<file path="config.mk">
export PLATFORM = sky130hd
export DESIGN_NAME = histo_equalizer
export DESIGN_NICKNAME = d
export VERILOG_FILES = /design/src/rtl/histo_pkg.sv /design/src/rtl/hist_lut_ram.sv /design/src/rtl/histo_equalizer.sv
export SDC_FILE = /design/constraint.sdc
export NUM_CORES = 2
export LEC_CHECK = 0
export CORE_MARGIN = 1.5
export CORE_UTILIZATION = 60
export DETAILED_ROUTE_END_ITERATION = 10
export PLACE_DENSITY = 0.76
export SYNTH_ARGS = -nofsm -noshare
export SYNTH_HDL_FRONTEND = slang
export SYNTH_SLANG_ARGS = --single-unit
</file>
<file path="constraint.sdc">
create_clock -name iPclk -period 27.4 [get_ports iPclk]
set_clock_uncertainty 0.1 [all_clocks]
set_input_delay 5.48 -clock iPclk [delete_from_list [all_inputs] [get_ports iPclk]]
set_output_delay 5.48 -clock iPclk [all_outputs]
set_load 0.02 [all_outputs]
</file>
<file path="src/rtl/histo_pkg.sv">
// ---------------------------------------------------------------------------
// histo_pkg
// Shared constants and types for the grey-histogram path: the accumulator
// that fills the histogram RAM and the equaliser that reads it back.
// Contents:
//   - geometry (bins, pixel width, count width, frame size)
//   - CDF-to-LUT scaling constants and the threshold count
//   - equaliser FSM state encoding
//   - cdf_to_lut: rounds and clamps a CDF value into an 8-bit LUT entry
// ---------------------------------------------------------------------------
package histo_pkg;

    localparam int BINS          = 256;
    localparam int BIN_W         = 8;
    localparam int GREY_W        = 12;
    localparam int CNT_W         = 20;
    localparam int PIX_TOTAL     = 307200;
    localparam int SCALE_MUL     = 13926;
    localparam int SCALE_W       = 14;
    localparam int SCALE_SHIFT   = 24;
    localparam int THRESH_CNT    = 192000;
    localparam int SETTLE_CYCLES = 3;

    localparam int PROD_W = CNT_W + SCALE_W;

    typedef enum logic [1:0] {
        IDLE   = 2'd0,
        SETTLE = 2'd1,
        BUILD  = 2'd2,
        DONE   = 2'd3
    } eq_state_t;

    // The full product is kept (no truncation) and an extra bit absorbs
    // the rounding half-LSB so the sum can never wrap.
    function automatic logic [BIN_W-1:0] cdf_to_lut(input logic [CNT_W-1:0] cdf);
        logic [PROD_W-1:0] prod;
        logic [PROD_W:0]   rounded;
        logic [PROD_W:0]   shifted;
        prod    = {{SCALE_W{1'b0}}, cdf} * PROD_W'(SCALE_MUL);
        rounded = {1'b0, prod} + ((PROD_W + 1)'(1) << (SCALE_SHIFT - 1));
        shifted = rounded >> SCALE_SHIFT;
        return (|shifted[PROD_W:BIN_W]) ? {BIN_W{1'b1}} : shifted[BIN_W-1:0];
    endfunction

endpackage

</file>
<file path="src/rtl/hist_lut_ram.sv">
// ---------------------------------------------------------------------------
// hist_lut_ram
// Double-banked 2x256x8 equalisation LUT. The bank bit is the MSB of the
// internal address. One write port (used for the shadow bank) and one
// registered read port (used for the active bank). Contents are not reset.
// Ports:
//   iPclk    clock
//   wr_en    write strobe
//   wr_bank  bank written
//   wr_addr  bin written
//   wr_data  LUT value written
//   rd_bank  bank read
//   rd_addr  bin read
//   rd_data  registered read data (one cycle after rd_addr)
// ---------------------------------------------------------------------------
module hist_lut_ram
    import histo_pkg::*;
(
    input  logic             iPclk,
    input  logic             wr_en,
    input  logic             wr_bank,
    input  logic [BIN_W-1:0] wr_addr,
    input  logic [BIN_W-1:0] wr_data,
    input  logic             rd_bank,
    input  logic [BIN_W-1:0] rd_addr,
    output logic [BIN_W-1:0] rd_data
);

    logic [BIN_W-1:0] mem [0:2*BINS-1];

    always_ff @(posedge iPclk) begin
        if (wr_en) begin
            mem[{wr_bank, wr_addr}] <= wr_data;
        end
        rd_data <= mem[{rd_bank, rd_addr}];
    end

endmodule

</file>
<file path="src/rtl/histo_equalizer.sv">
// ---------------------------------------------------------------------------
// histo_equalizer
// Consumer side of the per-frame grey histogram. During vertical blanking it
// streams all bins out of the histogram RAM, accumulates the CDF, writes an
// 8-bit equalisation LUT into the shadow bank and finds the threshold bin.
// On the next frame start the banks swap and every pixel is mapped through
// the new LUT with a fixed 2-cycle latency.
// Ports:
//   iPclk          pixel clock
//   iRST_N         asynchronous active-low reset
//   iFval/iDval    frame / pixel valid
//   iGrey          12-bit grey pixel
//   oHist_Rd_Addr  histogram RAM read address
//   iHist_Rd_Data  histogram RAM data, one cycle after the address
//   oGrey_Eq       equalised pixel (pass-through until the first swap)
//   oDval          iDval aligned with oGrey_Eq
//   oThresh        threshold bin of the last completed build
//   oLut_Valid     set after the first bank swap
//   oBuild_Abort   one-cycle pulse when a build is abandoned
// ---------------------------------------------------------------------------
module histo_equalizer
    import histo_pkg::*;
(
    input  logic              iPclk,
    input  logic              iRST_N,
    input  logic              iFval,
    input  logic              iDval,
    input  logic [GREY_W-1:0] iGrey,
    output logic [BIN_W-1:0]  oHist_Rd_Addr,
    input  logic [CNT_W-1:0]  iHist_Rd_Data,
    output logic [BIN_W-1:0]  oGrey_Eq,
    output logic              oDval,
    output logic [BIN_W-1:0]  oThresh,
    output logic              oLut_Valid,
    output logic              oBuild_Abort
);

    localparam logic [1:0] SETTLE_LAST = 2'(SETTLE_CYCLES - 1);

    eq_state_t        state;
    logic             fval_r;
    logic [1:0]       settle_cnt;
    logic             issuing;
    logic             data_valid;
    logic [BIN_W-1:0] kd;
    logic [CNT_W-1:0] cdf;
    logic             found;
    logic [BIN_W-1:0] thr_shadow;
    logic             active_bank;

    logic             fval_rise;
    logic             fval_fall;
    logic [CNT_W:0]   cdf_sum;
    logic [CNT_W-1:0] cdf_next;
    logic [BIN_W-1:0] lut_value;
    logic             lut_wr_en;
    logic [BIN_W-1:0] lut_rd_data;

    logic [BIN_W-1:0] grey_s1;
    logic             dval_s1;
    logic             valid_s1;
    logic             grey_low_unused;

    assign fval_rise = iFval & ~fval_r;
    assign fval_fall = ~iFval & fval_r;

    // CDF accumulates with saturation so a pathological histogram cannot wrap.
    assign cdf_sum   = {1'b0, cdf} + {1'b0, iHist_Rd_Data};
    assign cdf_next  = cdf_sum[CNT_W] ? {CNT_W{1'b1}} : cdf_sum[CNT_W-1:0];
    assign lut_value = cdf_to_lut(cdf_next);
    assign lut_wr_en = (state == BUILD) && data_valid && !fval_rise;

    // Only the bin index is used for the lookup; the low nibble is dropped.
    assign grey_low_unused = ^iGrey[GREY_W-BIN_W-1:0];

    hist_lut_ram u_lut_ram (
        .iPclk   (iPclk),
        .wr_en   (lut_wr_en),
        .wr_bank (~active_bank),
        .wr_addr (kd),
        .wr_data (lut_value),
        .rd_bank (active_bank),
        .rd_addr (iGrey[GREY_W-1 -: BIN_W]),
        .rd_data (lut_rd_data)
    );

    // Build controller. The read address runs one cycle ahead of the data,
    // so 'kd' carries the bin whose count is on iHist_Rd_Data this cycle.
    always_ff @(posedge iPclk or negedge iRST_N) begin
        if (!iRST_N) begin
            state         <= IDLE;
            fval_r        <= 1'b0;
            settle_cnt    <= 2'd0;
            issuing       <= 1'b0;
            data_valid    <= 1'b0;
            kd            <= '0;
            cdf           <= '0;
            found         <= 1'b0;
            thr_shadow    <= '0;
            active_bank   <= 1'b0;
            oHist_Rd_Addr <= '0;
            oThresh       <= '0;
            oLut_Valid    <= 1'b0;
            oBuild_Abort  <= 1'b0;
        end else begin
            fval_r       <= iFval;
            oBuild_Abort <= 1'b0;
            case (state)
                IDLE: begin
                    if (fval_fall) begin
                        state      <= SETTLE;
                        settle_cnt <= 2'd0;
                    end
                end
                SETTLE: begin
                    if (fval_rise) begin
                        oBuild_Abort <= 1'b1;
                        state        <= IDLE;
                    end else if (settle_cnt == SETTLE_LAST) begin
                        state         <= BUILD;
                        oHist_Rd_Addr <= '0;
                        issuing       <= 1'b1;
                        data_valid    <= 1'b0;
                        cdf           <= '0;
                        found         <= 1'b0;
                    end else begin
                        settle_cnt <= settle_cnt + 2'd1;
                    end
                end
                BUILD: begin
                    if (fval_rise) begin
                        oBuild_Abort <= 1'b1;
                        issuing      <= 1'b0;
                        data_valid   <= 1'b0;
                        state        <= IDLE;
                    end else begin
                        if (data_valid) begin
                            cdf <= cdf_next;
                            if (!found && (cdf_next > CNT_W'(THRESH_CNT))) begin
                                thr_shadow <= kd;
                                found      <= 1'b1;
                            end
                            if (kd == {BIN_W{1'b1}}) begin
                                state <= DONE;
                            end
                        end
                        if (issuing) begin
                            data_valid <= 1'b1;
                            kd         <= oHist_Rd_Addr;
                            if (oHist_Rd_Addr == {BIN_W{1'b1}}) begin
                                issuing <= 1'b0;
                            end else begin
                                oHist_Rd_Addr <= oHist_Rd_Addr + 8'd1;
                            end
                        end else begin
                            data_valid <= 1'b0;
                        end
                    end
                end
                DONE: begin
                    // A histogram that never crosses the threshold reports the top bin.
                    if (!found) begin
                        thr_shadow <= {BIN_W{1'b1}};
                    end
                    if (fval_rise) begin
                        active_bank <= ~active_bank;
                        oThresh     <= found ? thr_shadow : {BIN_W{1'b1}};
                        oLut_Valid  <= 1'b1;
                        state       <= IDLE;
                    end
                end
                default: state <= IDLE;
            endcase
        end
    end

    // Mapping pipeline: stage 1 is the LUT read, stage 2 selects LUT or
    // pass-through. The valid flag travels with the read so a swap and the
    // pass-through/LUT choice always refer to the same pixel.
    always_ff @(posedge iPclk or negedge iRST_N) begin
        if (!iRST_N) begin
            grey_s1  <= '0;
            dval_s1  <= 1'b0;
            valid_s1 <= 1'b0;
            oGrey_Eq <= '0;
            oDval    <= 1'b0;
        end else begin
            grey_s1  <= iGrey[GREY_W-1 -: BIN_W];
            dval_s1  <= iDval;
            valid_s1 <= oLut_Valid;
            oDval    <= dval_s1;
            oGrey_Eq <= valid_s1 ? lut_rd_data : grey_s1;
        end
    end

endmodule
</file>
# Word level (Yosys, flattened, before mapping)

Memories as Yosys holds them, arrays and structs flattened. A register that Yosys moved wholly into a read port is not among the register bits.
Index checks and enable logic that the tools add are counted.

Register bits: 82
RAM bits: 4096
Output and inout port bits: 27
Word-level logic and storage cells: 121
Memories kept: 1

Memory list:

| name          | depth | bits a word | read ports | clocked after Yosys merged registers in | wr ports | RTL line           | source |
|---|---|---|---|---|---|---|---|
| u_lut_ram.mem | 512   | 8           | 1          | 1                                       | 1        | hist_lut_ram.sv:29 | `logic [BIN_W-1:0] mem [0:2*BINS-1];` |

$add $sub $neg: 4
Multiply operators: 1
Magnitude comparators: 1
Equal/unequal tests: 19
Muxes and demuxes: 50
Bitwise operators: 6
Reductions and logical operators: 20

Operator list:

| operator               | count |
|---|---|
| $mux 20                | 5 |
| $mux 8                 | 11 |
| $pmux 20 s2            | 1 |
| $add 34x24->35 const B | 1 |
| $mul 20x13->33 const B | 1 |
| $pmux 8 s2             | 2 |
| $add 20x20->21         | 1 |
| $gt 20x18->1 const B   | 1 |
| $mux 2                 | 10 |
| $ne 2x2->1 const B     | 9 |
| $eq 8x8->1 const B     | 2 |
| $mux 1                 | 16 |
| $reduce_and 6->1       | 2 |
| $reduce_and 5->1       | 2 |
| $add 8x1->8 const B    | 1 |
| $pmux 2 s4             | 1 |
| $reduce_and 4->1       | 2 |
| $eq 2x2->1 const B     | 3 |
| $ne 3x3->1 const B     | 2 |
| $pmux 1 s2             | 3 |
| $reduce_and 3->1       | 2 |
| $reduce_bool 2->1      | 3 |
| $not 1->1              | 4 |
| $pmux 2 s2             | 1 |
| other kinds (11)       | 15 |

# Depth between registers and ports, before layout

Word-level depth: 8
Mapped depth: 38
Mapped depth without buffers: 35

# Modules after synthesis

From an unflattened synthesis, not the netlist that was laid out.

Cells, all modules: 9001
Area total of the unflattened synthesis: 169303.6 µm²

Modules (own cells, without submodules):

| module          | times used | cells each | area an instance (µm²) |
|---|---|---|---|
| hist_lut_ram    | 1          | 8030       | 159927.1 |
| histo_equalizer | 1          | 971        | 9376.5 |

# Worst setup path after synthesis

Ideal clock, no wire load.

Kind: input port to flip-flop
From: in iHist_Rd_Data[0]
To: mem u_lut_ram.mem[0][2], data pin
Library setup time: 2707 ps
Arrival: 24696 ps
Data required time: 24593 ps
Setup slack: -103 ps
Cell stages on the path: 31
Buffers on the path: 2
Path through: ha_1 fa_1 a21oi_1 o21bai_1 a2111oi_0 o31a_1 a31oi_1 o211ai_1 nand2b_1 clkbuf_1 nor2_1 inv_1 ha_1 clkbuf_1 xor2_1 ha_1 a21o_1 fa_1 fa_1 inv_1 fa_1 inv_1 ha_1 and4_1 and4_1 a311o_1 o22a_1 a211oi_1 nor2_1 and3_1 o21ai_1

Word-level cells in the longest chain between the ends: 6

RTL lines:

| what               | RTL line              | source |
|---|---|---|
| start: declaration | histo_equalizer.sv:30 | `input logic [CNT_W-1:0] iHist_Rd_Data,` |
| $add 20x20->21 *   | histo_equalizer.sv:68 | `assign cdf_sum = {1'b0, cdf} + {1'b0, iHist_Rd_Data};` |
| $mux 20 *          | histo_equalizer.sv:69 | `assign cdf_next = cdf_sum[CNT_W] ? {CNT_W{1'b1}} : cdf_sum[CNT_W-1:0];` |
| $mul 20x13->33 *   | histo_pkg.sv:39       | `prod = {{SCALE_W{1'b0}}, cdf} * PROD_W'(SCALE_MUL);` |
| $add 34x24->35 *   | histo_pkg.sv:40       | `rounded = {1'b0, prod} + ((PROD_W + 1)'(1) << (SCALE_SHIFT - 1));` |
| $reduce_or 3->1    | histo_pkg.sv:42       | `return (\|shifted[PROD_W:BIN_W]) ? {BIN_W{1'b1}} : shifted[BIN_W-1:0];` |
| $mux 8 *           | histo_pkg.sv:42       |  |
| via lut_value[2]   | histo_equalizer.sv:55 | `logic [BIN_W-1:0] lut_value;` |
| end: declaration   | hist_lut_ram.sv:29    |  |

Mark *: on every way through the listed nets, which the timed path passes. The rest lies on a longest branch.

# Final worst setup path

From: in iHist_Rd_Data[0]
To: mem u_lut_ram.mem[345][4], data pin

Same word-level chain as after synthesis.

==> metrics.log <==
[metrics] length of the first detailed-routing pass in iterations: 5
[metrics] RSZ-0062 raised after global routing: no
[metrics] final-report max-slew violation count: 36
[metrics] setup-violating endpoint count in the final report: 0
[metrics] Hold Path Class: flip-flop to flip-flop
[metrics] total global-route track usage: 28.6%
[metrics] leading cell types in the layout, fill and taps excluded: sky130_fd_sc_hd__edfxtp_1, sky130_fd_sc_hd__mux4_2, sky130_fd_sc_hd__nor2_1
[metrics] final weighted congestion in routability-driven placement: 0.847
[metrics] initial antenna violation count: 10
[metrics] CTS HTree Levels: 5
[metrics] violated checks: max-slew violations
[metrics] Worst Path Arrival: 19,300 ps
[metrics] leading cell type in the layout, fill and taps excluded: sky130_fd_sc_hd__edfxtp_1
[metrics] biggest cell delay along the critical path: 930 ps
[metrics] routed via count: 78,900
[metrics] top fanout value on the critical path: 100
[metrics] pre-CTS setup slack: 7970 ps
[metrics] max-capacitance violation count: 0
[metrics] relative area change from synthesis to final layout: 10.8%
[metrics] synthesis warning total: 0
[metrics] share of the cycle needed by the critical path after routing: 68.7%
[metrics] Max Fclk: 0.0531 GHz
[metrics] critical path capture point type: flip-flop
[metrics] vias in the first global route: 81,100
[metrics] most common cell type on the critical path: sky130_fd_sc_hd__ha_1
[metrics] EDFF count, synth: 4,096
[metrics] CTS root buffer: sky130_fd_sc_hd__clkbuf_16
[metrics] area of the core: 276,000 sq um
[metrics] post-synthesis instance area: 167,000 sq um
[metrics] CTS sink cnt: 4,186
[metrics] flop and latch count out of synthesis: 4,186
[metrics] sequential-to-total area share from yosys stat: 75.1%
[metrics] number of cells upsized or downsized after cts: 0
[metrics] worst setup slack after layout: 8570 ps
[metrics] standard cell with the maximum stage delay on the critical path: sky130_fd_sc_hd__buf_4
[metrics] crit path kind: input port to flip-flop
[metrics] Post-DRT Antenna Nets: 0
[metrics] Max Buffers Root-to-Sink: 4
[metrics] die outline width: 530 um
[metrics] final period demand of the worst path: 18,830 ps
[metrics] routed wire length per instance: 34.1 um
[metrics] total of hold buffers inserted after clock tree synthesis: 0
[metrics] wire length of the first global-routing pass: 577 mm
[metrics] Setup TNS Final: 0 ps
[metrics] ratio of routed vias to standard cells: 6.81
[metrics] Die Y: 530 um
[metrics] Post-CTS Setup Repair Bufs: 0
[metrics] Initial DRC Count: 9,779
[metrics] count of unresolved DRC violations after routing: 0
[metrics] net count reported at finish: 7,789
[metrics] Yosys cell types: 59
[metrics] clock transition at the registers of the reported paths: 60 ps
[metrics] ys async rst share: 1.96%
[metrics] top_reg_cell synth: sky130_fd_sc_hd__edfxtp_1
[metrics] # fillers: 16,300
[metrics] Rows: 193
[metrics] count of endpoints failing hold in the final timing report: 0
[metrics] Port Buf Inserts: 58
[metrics] Synthesized Nets: 7,633
[metrics] clock latency of the later-clocked register in the worst-skew pair: 1000 ps
[metrics] max-slew headroom at the worst pin: -2.69%
[metrics] mean area per synthesized cell: 22.6 sq um
[metrics] overflow left after global routing: 0
[metrics] WL final: 396 mm
[metrics] data required time of the worst path: 27,870 ps
[metrics] Num CTS Buffers: 402
[metrics] synthesized instance count: 7,384
[metrics] number of top-level pins: 63
[metrics] TritonCTS clock tree: done
[metrics] placed wire-length estimate: 216 mm
[metrics] full die area: 281,000 sq um
[metrics] result of the run: finished, violations left
[metrics] share of final-layout standard cells stronger than drive strength 1: 26.8%
[metrics] Worst Max-Slew Pin Slew: 1540 ps
[metrics] effective utilization at floorplan: 60.3%
[metrics] pin count of the biggest net entering global routing: 222
[metrics] crit path launch type: input port
==> Yosys cell counts (20+ instances only) <==
cell type,number,share of area [%]
sky130_fd_sc_hd__nor2b_1,21,0.079
sky130_fd_sc_hd__inv_1,136,0.31
sky130_fd_sc_hd__o21ai_0,53,0.16
sky130_fd_sc_hd__buf_1,72,0.16
sky130_fd_sc_hd__nor2_1,562,1.3
sky130_fd_sc_hd__dfrtp_1,82,1.2
sky130_fd_sc_hd__buf_2,70,0.21
sky130_fd_sc_hd__fa_1,83,1.0
sky130_fd_sc_hd__mux4_2,1360,18
sky130_fd_sc_hd__a21o_1,21,0.095
sky130_fd_sc_hd__xor2_1,32,0.17
sky130_fd_sc_hd__xnor2_1,22,0.12
sky130_fd_sc_hd__nand3_1,20,0.060
sky130_fd_sc_hd__ha_1,130,0.98
sky130_fd_sc_hd__nand2_1,119,0.27
sky130_fd_sc_hd__mux2_2,30,0.20
sky130_fd_sc_hd__edfxtp_1,4096,74
sky130_fd_sc_hd__a21oi_1,37,0.11
sky130_fd_sc_hd__clkbuf_1,265,0.60
==> path summary, 6_finish.rpt <==
check                                 start                     to  slack [ps]  depth (start not counted)
max in group asynchronous            iRST_N            oGrey_Eq[3]       21520                          2
min reg2reg                         dval_s1                  oDval         260                          0
max                        iHist_Rd_Data[0]  u_lut_ram.mem[345][4]        8570                         37
max reg2reg                          cdf[0]  u_lut_ram.mem[345][4]       13110                         36
min in group asynchronous            iRST_N                 cdf[2]        4380                          1
min                                 dval_s1                  oDval         260                          0
==> cell type report <==
type	instances	area [sq um]	area share, %
clock buffers	492	10600	5.72
repair buffers	161	1550	0.841
diodes	8	20.0	0.0108
flip-flops and latches	4186	125000	67.8
well taps	3705	4640	2.51
inverters	136	510	0.276
clock inverters	251	2680	1.45
multi-input cells	2653	39500	21.4
==> worst max-delay path: cells and delay by family <==
kind | cells | cell delay, ps
adder cells (fa/ha/maj) | 9 | 3380
AO/OA/AOI/OAI | 11 | 2890
buffers and inverters | 8 | 3170
AND/OR/NAND/NOR | 7 | 3560
XOR/XNOR | 2 | 530
==> logic make-up after synthesis <==
logic type               synth area share, %
flip-flops                              75.1
AO/OA/AOI/OAI                          0.745
XOR/XNOR                               0.284
buffers and inverters                   1.29
AND/OR/NAND/NOR                         1.99
multiplexers                            18.6
adder cells (fa/ha/maj)                 1.97
==> per-layer routing <==
layer  track usage, %  wire [um]
met2             46.6     199000
met5                0         13
met3             4.96      37300
met1             39.7     145000
met4             10.0      15000
==> state kept, by name, summed over array words and instances (netlist names), 2 cells and up <==
register and cells:
settle_cnt 2, oHist_Rd_Addr 8, oThresh 8, thr_shadow 8
cdf 20, kd 8, u_lut_ram.mem 4096, state 2
grey_s1 8, oGrey_Eq 8, u_lut_ram.rd_data 8
==> per-stage QoR <==
step / std cells / cell area, sq um / hold WS [ps] / util, %
floorplan: 7384 / 167000 / 231 / -
CTS: 11600 / 185000 / 267 / 66.8
finish: 11600 / 185000 / 265 / 66.8
global placement: 10800 / 171000 / 233 / 62.0
global route: 11600 / 185000 / 278 / 66.8
detailed placement: 10800 / 171000 / 254 / 62.0
Power is not shown: default switching activity piles up to over one toggle a cycle in this logic, so the estimate is an artifact.
